<file path="src/rtl/ip_packet_rx_if.sv">
// ip_packet_rx_if: byte-wide AXI-Stream link from the MAC to the IP receive path.
//   MAC_DATA_IN     stream byte (first wire byte first)
//   MAC_DATA_VALID  byte valid
//   MAC_DATA_READY  receiver can accept the byte
//   MAC_DATA_LAST   final byte of the frame
//   MAC_DATA_TUSER  MAC error flag; poisons the whole frame
// Modports: master = MAC side, slave = receiver side.
interface ip_packet_rx_if #(
  parameter int AXI_S_DATA_WIDTH = 8
) ();
  logic [AXI_S_DATA_WIDTH-1:0] MAC_DATA_IN;
  logic                        MAC_DATA_VALID;
  logic                        MAC_DATA_READY;
  logic                        MAC_DATA_LAST;
  logic                        MAC_DATA_TUSER;

  modport master (
    output MAC_DATA_IN, MAC_DATA_VALID, MAC_DATA_LAST, MAC_DATA_TUSER,
    input  MAC_DATA_READY
  );

  modport slave (
    input  MAC_DATA_IN, MAC_DATA_VALID, MAC_DATA_LAST, MAC_DATA_TUSER,
    output MAC_DATA_READY
  );
endinterface

</file>
<file path="src/rtl/ip_packet_rx.sv">
// ip_packet_rx: receives an Ethernet/IPv4 frame one byte per beat, validates the
// Ethernet and IPv4 headers, extracts a 10-bit accelerator message plus the
// sender MAC/IP, and hands accepted frames to the accelerator core. Rejected
// frames are drained and reported with a one-cycle PACKET_DROPPED pulse.
// Ports:
//   ACLK, ARESET                 clock, synchronous active-high reset
//   ACCELERATOR_IP/MAC_ADDRESS   own addresses, bit 0 = MSB of first wire byte
//   s_mac                        byte stream from the MAC (slave modport)
//   SENDER_MAC/IP_ADDRESS        source addresses of the accepted frame
//   SENDER_MESSAGE               extracted message
//   MESSAGE_VALID/READY          handshake towards the accelerator core
//   PACKET_DROPPED               pulse, one per rejected frame
//
// state          | meaning
// RECV_ETH_HDR   | idle / Ethernet header bytes 0-13
// RECV_IP_HDR    | IPv4 header bytes 0-19, checksum accumulation
// RECV_USER_DATA | message bytes 0-1, remaining payload discarded
// DRAIN          | frame already rejected, swallow bytes until LAST
// HOLD_RESULT    | message presented, MAC back-pressured until consumed
module ip_packet_rx #(
  parameter int AXI_S_DATA_WIDTH = 8,
  parameter int IP_ADDR_WIDTH    = 32,
  parameter int MAC_ADDR_WIDTH   = 48,
  parameter int ACCEL_DATA_WIDTH = 10
) (
  input  logic                        ACLK,
  input  logic                        ARESET,
  input  logic [0:IP_ADDR_WIDTH-1]    ACCELERATOR_IP_ADDRESS,
  input  logic [0:MAC_ADDR_WIDTH-1]   ACCELERATOR_MAC_ADDRESS,
  ip_packet_rx_if.slave               s_mac,
  output logic [0:MAC_ADDR_WIDTH-1]   SENDER_MAC_ADDRESS,
  output logic [0:IP_ADDR_WIDTH-1]    SENDER_IP_ADDRESS,
  output logic [0:ACCEL_DATA_WIDTH-1] SENDER_MESSAGE,
  output logic                        MESSAGE_VALID,
  input  logic                        MESSAGE_READY,
  output logic                        PACKET_DROPPED
);

  typedef enum logic [2:0] {
    RECV_ETH_HDR,
    RECV_IP_HDR,
    RECV_USER_DATA,
    DRAIN,
    HOLD_RESULT
  } state_t;

  state_t                      r_state;
  logic [7:0]                  r_cnt;
  logic                        r_ready;
  logic                        r_valid;
  logic                        r_drop;
  logic                        r_own_ok;
  logic                        r_bc_ok;
  logic [15:0]                 r_csum;
  logic [7:0]                  r_csum_hi;
  logic [0:MAC_ADDR_WIDTH-1]   r_sh_mac;
  logic [0:IP_ADDR_WIDTH-1]    r_sh_ip;
  logic [1:0]                  r_msg_hi;
  logic [7:0]                  r_msg_lo;
  logic [0:MAC_ADDR_WIDTH-1]   r_out_mac;
  logic [0:IP_ADDR_WIDTH-1]    r_out_ip;
  logic [0:ACCEL_DATA_WIDTH-1] r_out_msg;

  logic [AXI_S_DATA_WIDTH-1:0] w_byte;
  logic                        w_beat;
  logic                        w_last;
  logic                        w_own_ok;
  logic                        w_bc_ok;
  logic [16:0]                 w_sum17;
  logic [15:0]                 w_csum_next;
  logic                        w_fail;
  logic                        w_hdr_done;
  logic                        w_enough;
  logic                        w_in_frame;
  logic                        w_bad;
  logic                        w_accept;
  logic [7:0]                  w_cnt_inc;
  logic [0:ACCEL_DATA_WIDTH-1] w_msg_next;

  function automatic logic [7:0] mac_byte(input logic [0:47] mac, input logic [2:0] idx);
    case (idx)
      3'd0:    mac_byte = mac[0:7];
      3'd1:    mac_byte = mac[8:15];
      3'd2:    mac_byte = mac[16:23];
      3'd3:    mac_byte = mac[24:31];
      3'd4:    mac_byte = mac[32:39];
      3'd5:    mac_byte = mac[40:47];
      default: mac_byte = 8'h00;
    endcase
  endfunction

  function automatic logic [7:0] ip_byte(input logic [0:31] ip, input logic [1:0] idx);
    case (idx)
      2'd0:    ip_byte = ip[0:7];
      2'd1:    ip_byte = ip[8:15];
      2'd2:    ip_byte = ip[16:23];
      default: ip_byte = ip[24:31];
    endcase
  endfunction

  assign s_mac.MAC_DATA_READY = r_ready;
  assign SENDER_MAC_ADDRESS   = r_out_mac;
  assign SENDER_IP_ADDRESS    = r_out_ip;
  assign SENDER_MESSAGE       = r_out_msg;
  assign MESSAGE_VALID        = r_valid;
  assign PACKET_DROPPED       = r_drop;

  always_comb begin
    w_byte      = s_mac.MAC_DATA_IN;
    w_last      = s_mac.MAC_DATA_LAST;
    w_beat      = s_mac.MAC_DATA_VALID && r_ready;
    w_cnt_inc   = (r_cnt == 8'hFF) ? r_cnt : r_cnt + 8'd1;
    // Destination MAC may match either own address or broadcast; both
    // candidates are tracked byte by byte and the frame fails once neither holds.
    w_own_ok    = ((r_cnt == 8'd0) || r_own_ok) &&
                  (w_byte == mac_byte(ACCELERATOR_MAC_ADDRESS, r_cnt[2:0]));
    w_bc_ok     = ((r_cnt == 8'd0) || r_bc_ok) && (w_byte == 8'hFF);
    // Ones-complement accumulate of the big-endian word {previous byte, this byte}.
    w_sum17     = {1'b0, r_csum} + {1'b0, r_csum_hi, w_byte};
    w_csum_next = w_sum17[15:0] + {15'd0, w_sum17[16]};
    w_msg_next  = (r_cnt == 8'd1) ? {r_msg_hi, w_byte} : {r_msg_hi, r_msg_lo};
    w_fail      = 1'b0;
    w_hdr_done  = 1'b0;
    w_enough    = 1'b0;
    w_in_frame  = 1'b0;
    case (r_state)
      RECV_ETH_HDR: begin
        w_in_frame = 1'b1;
        if ((r_cnt < 8'd6) && !(w_own_ok || w_bc_ok)) w_fail = 1'b1;
        if ((r_cnt == 8'd12) && (w_byte != 8'h08))    w_fail = 1'b1;
        if ((r_cnt == 8'd13) && (w_byte != 8'h00))    w_fail = 1'b1;
        w_hdr_done = (r_cnt == 8'd13);
      end
      RECV_IP_HDR: begin
        w_in_frame = 1'b1;
        if ((r_cnt == 8'd0) && (w_byte != 8'h45)) w_fail = 1'b1;
        if ((r_cnt >= 8'd16) && (r_cnt <= 8'd19) &&
            (w_byte != ip_byte(ACCELERATOR_IP_ADDRESS, r_cnt[1:0]))) w_fail = 1'b1;
        if ((r_cnt == 8'd19) && (w_csum_next != 16'hFFFF)) w_fail = 1'b1;
        w_hdr_done = (r_cnt == 8'd19);
      end
      RECV_USER_DATA: begin
        w_in_frame = 1'b1;
        w_enough   = (r_cnt >= 8'd1);
      end
      default: ;
    endcase
    // LAST is only legal in the user-data phase once both message bytes arrived.
    w_bad    = w_in_frame && (w_fail || s_mac.MAC_DATA_TUSER || (w_last && !w_enough));
    w_accept = (r_state == RECV_USER_DATA) && w_last && !w_bad;
  end

  always_ff @(posedge ACLK) begin
    if (ARESET) begin
      r_state   <= RECV_ETH_HDR;
      r_cnt     <= '0;
      r_ready   <= 1'b0;
      r_valid   <= 1'b0;
      r_drop    <= 1'b0;
      r_own_ok  <= 1'b0;
      r_bc_ok   <= 1'b0;
      r_csum    <= '0;
      r_csum_hi <= '0;
      r_sh_mac  <= '0;
      r_sh_ip   <= '0;
      r_msg_hi  <= '0;
      r_msg_lo  <= '0;
      r_out_mac <= '0;
      r_out_ip  <= '0;
      r_out_msg <= '0;
    end else begin
      r_drop  <= 1'b0;
      r_ready <= 1'b1;
      case (r_state)
        RECV_ETH_HDR, RECV_IP_HDR, RECV_USER_DATA: begin
          if (w_beat) begin
            case (r_state)
              RECV_ETH_HDR: begin
                r_own_ok <= w_own_ok;
                r_bc_ok  <= w_bc_ok;
                if ((r_cnt >= 8'd6) && (r_cnt <= 8'd11))
                  r_sh_mac <= {r_sh_mac[8:MAC_ADDR_WIDTH-1], w_byte};
              end
              RECV_IP_HDR: begin
                if ((r_cnt >= 8'd12) && (r_cnt <= 8'd15))
                  r_sh_ip <= {r_sh_ip[8:IP_ADDR_WIDTH-1], w_byte};
                if (!r_cnt[0]) r_csum_hi <= w_byte;
                else           r_csum    <= w_csum_next;
              end
              default: begin
                if (r_cnt == 8'd0) r_msg_hi <= w_byte[1:0];
                if (r_cnt == 8'd1) r_msg_lo <= w_byte;
              end
            endcase

            if (w_bad) begin
              r_cnt <= '0;
              if (w_last) begin
                r_drop  <= 1'b1;
                r_state <= RECV_ETH_HDR;
              end else begin
                r_state <= DRAIN;
              end
            end else if (w_accept) begin
              r_out_mac <= r_sh_mac;
              r_out_ip  <= r_sh_ip;
              r_out_msg <= w_msg_next;
              r_valid   <= 1'b1;
              r_ready   <= 1'b0;
              r_cnt     <= '0;
              r_state   <= HOLD_RESULT;
            end else if (w_hdr_done) begin
              r_cnt <= '0;
              if (r_state == RECV_ETH_HDR) begin
                r_csum    <= '0;
                r_csum_hi <= '0;
                r_state   <= RECV_IP_HDR;
              end else begin
                r_state <= RECV_USER_DATA;
              end
            end else begin
              r_cnt <= w_cnt_inc;
            end
          end
        end
        DRAIN: begin
          if (w_beat) begin
            if (w_last) begin
              r_drop  <= 1'b1;
              r_cnt   <= '0;
              r_state <= RECV_ETH_HDR;
            end else begin
              r_cnt <= w_cnt_inc;
            end
          end
        end
        HOLD_RESULT: begin
          if (MESSAGE_READY) begin
            r_valid <= 1'b0;
            r_state <= RECV_ETH_HDR;
          end else begin
            r_ready <= 1'b0;
          end
        end
        default: r_state <= RECV_ETH_HDR;
      endcase
    end
  end

endmodule

</file>
<file path="src/flat_wrapper.sv">
// flat-port wrapper written by rule: the top's interface ports become plain ports
module ip_packet_rx_flat 
#(
  parameter int AXI_S_DATA_WIDTH = 8,
  parameter int IP_ADDR_WIDTH    = 32,
  parameter int MAC_ADDR_WIDTH   = 48,
  parameter int ACCEL_DATA_WIDTH = 10
)
  (ACLK, ARESET, ACCELERATOR_IP_ADDRESS, ACCELERATOR_MAC_ADDRESS, SENDER_MAC_ADDRESS, SENDER_IP_ADDRESS, SENDER_MESSAGE, MESSAGE_VALID, MESSAGE_READY, PACKET_DROPPED, s_mac_MAC_DATA_IN, s_mac_MAC_DATA_VALID, s_mac_MAC_DATA_LAST, s_mac_MAC_DATA_TUSER, s_mac_MAC_DATA_READY);
  ip_packet_rx_if #(.AXI_S_DATA_WIDTH(AXI_S_DATA_WIDTH)) s_mac_i ();
  input  logic ACLK;
  input  logic ARESET;
  input  logic [0:IP_ADDR_WIDTH-1] ACCELERATOR_IP_ADDRESS;
  input  logic [0:MAC_ADDR_WIDTH-1] ACCELERATOR_MAC_ADDRESS;
  output logic [0:MAC_ADDR_WIDTH-1] SENDER_MAC_ADDRESS;
  output logic [0:IP_ADDR_WIDTH-1] SENDER_IP_ADDRESS;
  output logic [0:ACCEL_DATA_WIDTH-1] SENDER_MESSAGE;
  output logic MESSAGE_VALID;
  input  logic MESSAGE_READY;
  output logic PACKET_DROPPED;
  input wire logic [$bits(s_mac_i.MAC_DATA_IN)-1:0] s_mac_MAC_DATA_IN;
  input wire logic [$bits(s_mac_i.MAC_DATA_VALID)-1:0] s_mac_MAC_DATA_VALID;
  input wire logic [$bits(s_mac_i.MAC_DATA_LAST)-1:0] s_mac_MAC_DATA_LAST;
  input wire logic [$bits(s_mac_i.MAC_DATA_TUSER)-1:0] s_mac_MAC_DATA_TUSER;
  output wire logic [$bits(s_mac_i.MAC_DATA_READY)-1:0] s_mac_MAC_DATA_READY;
  assign s_mac_i.MAC_DATA_IN = s_mac_MAC_DATA_IN;
  assign s_mac_i.MAC_DATA_VALID = s_mac_MAC_DATA_VALID;
  assign s_mac_i.MAC_DATA_LAST = s_mac_MAC_DATA_LAST;
  assign s_mac_i.MAC_DATA_TUSER = s_mac_MAC_DATA_TUSER;
  assign s_mac_MAC_DATA_READY = s_mac_i.MAC_DATA_READY;
  ip_packet_rx #(.AXI_S_DATA_WIDTH(AXI_S_DATA_WIDTH), .IP_ADDR_WIDTH(IP_ADDR_WIDTH), .MAC_ADDR_WIDTH(MAC_ADDR_WIDTH), .ACCEL_DATA_WIDTH(ACCEL_DATA_WIDTH)) u_core (.ACLK(ACLK), .ARESET(ARESET), .ACCELERATOR_IP_ADDRESS(ACCELERATOR_IP_ADDRESS), .ACCELERATOR_MAC_ADDRESS(ACCELERATOR_MAC_ADDRESS), .s_mac(s_mac_i), .SENDER_MAC_ADDRESS(SENDER_MAC_ADDRESS), .SENDER_IP_ADDRESS(SENDER_IP_ADDRESS), .SENDER_MESSAGE(SENDER_MESSAGE), .MESSAGE_VALID(MESSAGE_VALID), .MESSAGE_READY(MESSAGE_READY), .PACKET_DROPPED(PACKET_DROPPED));
endmodule
</file>
<file path="config.mk">
export PLATFORM = sky130hd
export DESIGN_NAME = ip_packet_rx_flat
export DESIGN_NICKNAME = d
export VERILOG_FILES = /design/src/rtl/ip_packet_rx_if.sv /design/src/rtl/ip_packet_rx.sv /design/src/flat_wrapper.sv
export SDC_FILE = /design/constraint.sdc
export NUM_CORES = 1
export LEC_CHECK = 0
export ABC_AREA = 1
export BUFFER_PORTS_ARGS = -buffer_cell sky130_fd_sc_hd__buf_2
export CAP_MARGIN = 5
export CORE_UTILIZATION = 52
export DETAILED_ROUTE_END_ITERATION = 6
export PLACE_DENSITY = 0.85
export RECOVER_POWER = 50
export SYNTH_ARGS = -nofsm -noshare
export SYNTH_HDL_FRONTEND = slang
export SYNTH_SLANG_ARGS = --single-unit
</file>
<file path="constraint.sdc">
create_clock -name ACLK -period 3.89 [get_ports ACLK]
set_input_delay 0.5835 -clock ACLK [delete_from_list [all_inputs] [get_ports ACLK]]
set_output_delay 0.5835 -clock ACLK [all_outputs]
set_load 0.01 [all_outputs]
</file>
==> metrics.txt <==
status finished with violations; failing checks DRC, setup timing; CTS max path bufs 3; asr flop ratio synth 0; most frequent cells in the layout nand2_1, nor2_1, dfxtp_1; CORE AREA ~22000 um^2; Yosys cell types 40; Final period util 1.07; Global Route Usage Sum 0.300; post-route setup TNS -26860 ps; Detailed Route WL 36.3 mm; commonest non-fill, non-tap cell in the layout nand2_1; RSZ-0062 raised after global routing true; clock sink count 220; Die Y 152 um; synthesized cell area 11700 um^2; Avg WL per Cell roughly 16 um; Worst Max-Slew Pin Slew 1080 ps; crit-path most repeated cell nand2_2; first-pass GRT wire length between 50 and 60 mm; crit path DAT between 4000 and 5000 ps; Antenna diodes 0; initial drt markers 886; CTS hold repair buffers 0; largest net degree at the start of global routing 78; Initial Util 0.534; Hold WC Path Type reg2reg; met3 Use GR 0.0414; YS warnings 0; Final Max Slew Viols 0; Post-synth EDFFs 0; Worst slew margin 0.281; I/O pin total 187; share of layout cells above drive strength 1 0.277; total grt overflow 0; clock transition at the registers of the reported paths 60 ps; Synth Instances 1713; hpwl dp ~23 mm; Setup crit end kind register; DIE WIDTH 152 um; final core utilization 0.685; vias in the first global route 11800; max-cap violation count 0; Max VDD drop between 0.3 and 0.4 mV; grt peak-use layer met2; fillcell total 1773; CTS tree done; vias 12500; Hold Vio Cnt, Final 0; PortBufs 186; sequential share of the synthesized area 0.376; Final setup viols approximately 130; static leakage 6.66 nW; pwr dens 342 nW/um^2; H-tree lvl count 1; TritonCTS buffer count 23; final worst slack -285 ps; fmax around 240 MHz; Die ar. 23100 um^2; drt via density 5.49; Placer Congestion 0.942; slowest CP cell dfxtp_2; Total Nets Final around 2100; Final Skew about 13 ps; routing usage on met1 0.363; clk root buf clkbuf_16; critical path startpoint category register; # rows 54; Cells after DPL 2174; post-route minimum period 4180 ps; Final ANT Viol Nets 0; met2 Use GR 0.523; crit path max fanout 17; clock latency on the worst-skew pair 510 ps; syn_area_per_cell between 6 and 7 um^2; FF+latch count, synth 220; DR DRC count 12; Synth Flop Type dfxtp_1; Crit Path Category reg2reg; initial antenna violation count 0; count of non-filler cells in the finished layout 2267; Area growth syn-to-layout 28.3%; CP max stage delay 350 ps; WP data required 4260 ps; DRT Pass-1 Iters 7; syn nets 1833
[logic make-up (layout without fill, tap and decap cells)]
group | count (synthesis) | in the layout | synth area share
and+or+nand+nor | 899 | 899 | 0.327
AOI/OAI and AO/OA | 339 | 339 | 0.176
DFF | 220 | 220 | 0.376
buffers and inverters | 219 | 493 | 0.0854
adders and majority gates | 26 | 26 | 0.0284
xor gates and xnor gates | 10 | 10 | 0.00747
[what timing repair did]
action | CTS | global route
pin swaps | 21 | 26
cloned | 10 | 3
gates resized for setup | 93 | 53
endpoints found under the setup margin | 127 | 128
buffers inserted | 33 | 9
[metrics by stage]
stage | power, W | hold WS (ps) | setup WS [ps] | instance area, um^2
after floorplan | 0.00271 | 440 | -77.3 | 11900
after global placement | 0.00294 | 445 | -470 | 13300
after detailed placement | 0.00294 | 452 | -587 | 13300
after CTS | 0.00511 | 450 | -139 | 14900
after global routing | 0.00531 | 479 | -546 | 15000
final | 0.00514 | 461 | -285 | 15000
[registers in the layout, summed over array words and instances (netlist names)]
signal and count:
u_core.MESSAGE_VALID 1, u_core.PACKET_DROPPED 1, u_core.SENDER_IP_ADDRESS 32, u_core.SENDER_MAC_ADDRESS 48
u_core.SENDER_MESSAGE 10, u_core.r_bc_ok 1, u_core.r_cnt 8, u_core.r_csum 16
u_core.r_csum_hi 8, u_core.r_msg_hi 2, u_core.r_msg_lo 8, u_core.r_own_ok 1
u_core.r_sh_ip 32, u_core.r_sh_mac 48, u_core.r_state 3, u_core.s_mac.MAC_DATA_READY 1
[power by group]
| part | internal, W | leakage, nW | total (W) | switching [W] |
|---|---|---|---|---|
| registers | 0.00227 | 1.78 | 0.00229 | 0.0000193 |
| clock network | 0.00126 | 0.362 | 0.00218 | 0.000920 |
| logic | 0.000254 | 4.52 | 0.000667 | 0.000413 |
[path summary, 6_finish.rpt]
check,startpoint,to,slack (ps),depth (start not counted)
hold reg to reg,u_core.r_sh_ip[2],u_core.SENDER_IP_ADDRESS[2],460,2
setup reg to reg,u_core.r_csum[0],u_core.SENDER_MAC_ADDRESS[33],-290,33
setup / recovery,u_core.r_csum[0],u_core.SENDER_MAC_ADDRESS[33],-290,33
hold / removal,u_core.r_sh_ip[2],u_core.SENDER_IP_ADDRESS[2],460,2
[per-layer routing]
metal  routed length (um)  vias up
li1                     -     6012
met1                14800     5815
met5                    0        -
met3                 2410      117
met4                 1620        0
met2                17400      510
[critical path: cells and delay by family, from the launching register on]
family / cells / cell delay [ps]
simple gates: 21 / 2000
compound gates: 3 / 260
flops: 1 / 350
buf+inv: 5 / 530
fa+ha+maj: 4 / 860
[cells in the mapped netlist (5+ instances only)]
| library cell | n | area, um^2 |
|---|---|---|
| nand2_1 | 451 | 1690 |
| inv_2 | 5 | 18.8 |
| nand3_1 | 75 | 375 |
| nand2_2 | 84 | 526 |
| nand4_1 | 19 | 119 |
| xor2_1 | 10 | 87.6 |
| a21oi_1 | 101 | 505 |
| clkbuf_1 | 50 | 188 |
| dfxtp_1 | 220 | 4400 |
| inv_1 | 131 | 492 |
| buf_2 | 16 | 80.1 |
| a21oi_2 | 79 | 692 |
| buf_12 | 9 | 180 |
| nor3_1 | 18 | 90.1 |
| a21o_1 | 14 | 105 |
| o21ai_0 | 133 | 666 |
| nor2_1 | 234 | 878 |
| ha_1 | 25 | 313 |
[area by class of cell]
cell class	instances	area, um^2	share of cell area
clock inverter	7	70.1	0.00466
clock buffer	34	667	0.0444
multi-input combinational	1274	6850	0.455
sequential	220	4410	0.293
tap	280	350	0.0233
inverter	139	536	0.0356
timing repair buffer	313	2160	0.144
Note: power is estimated with default switching activity, not from simulation.
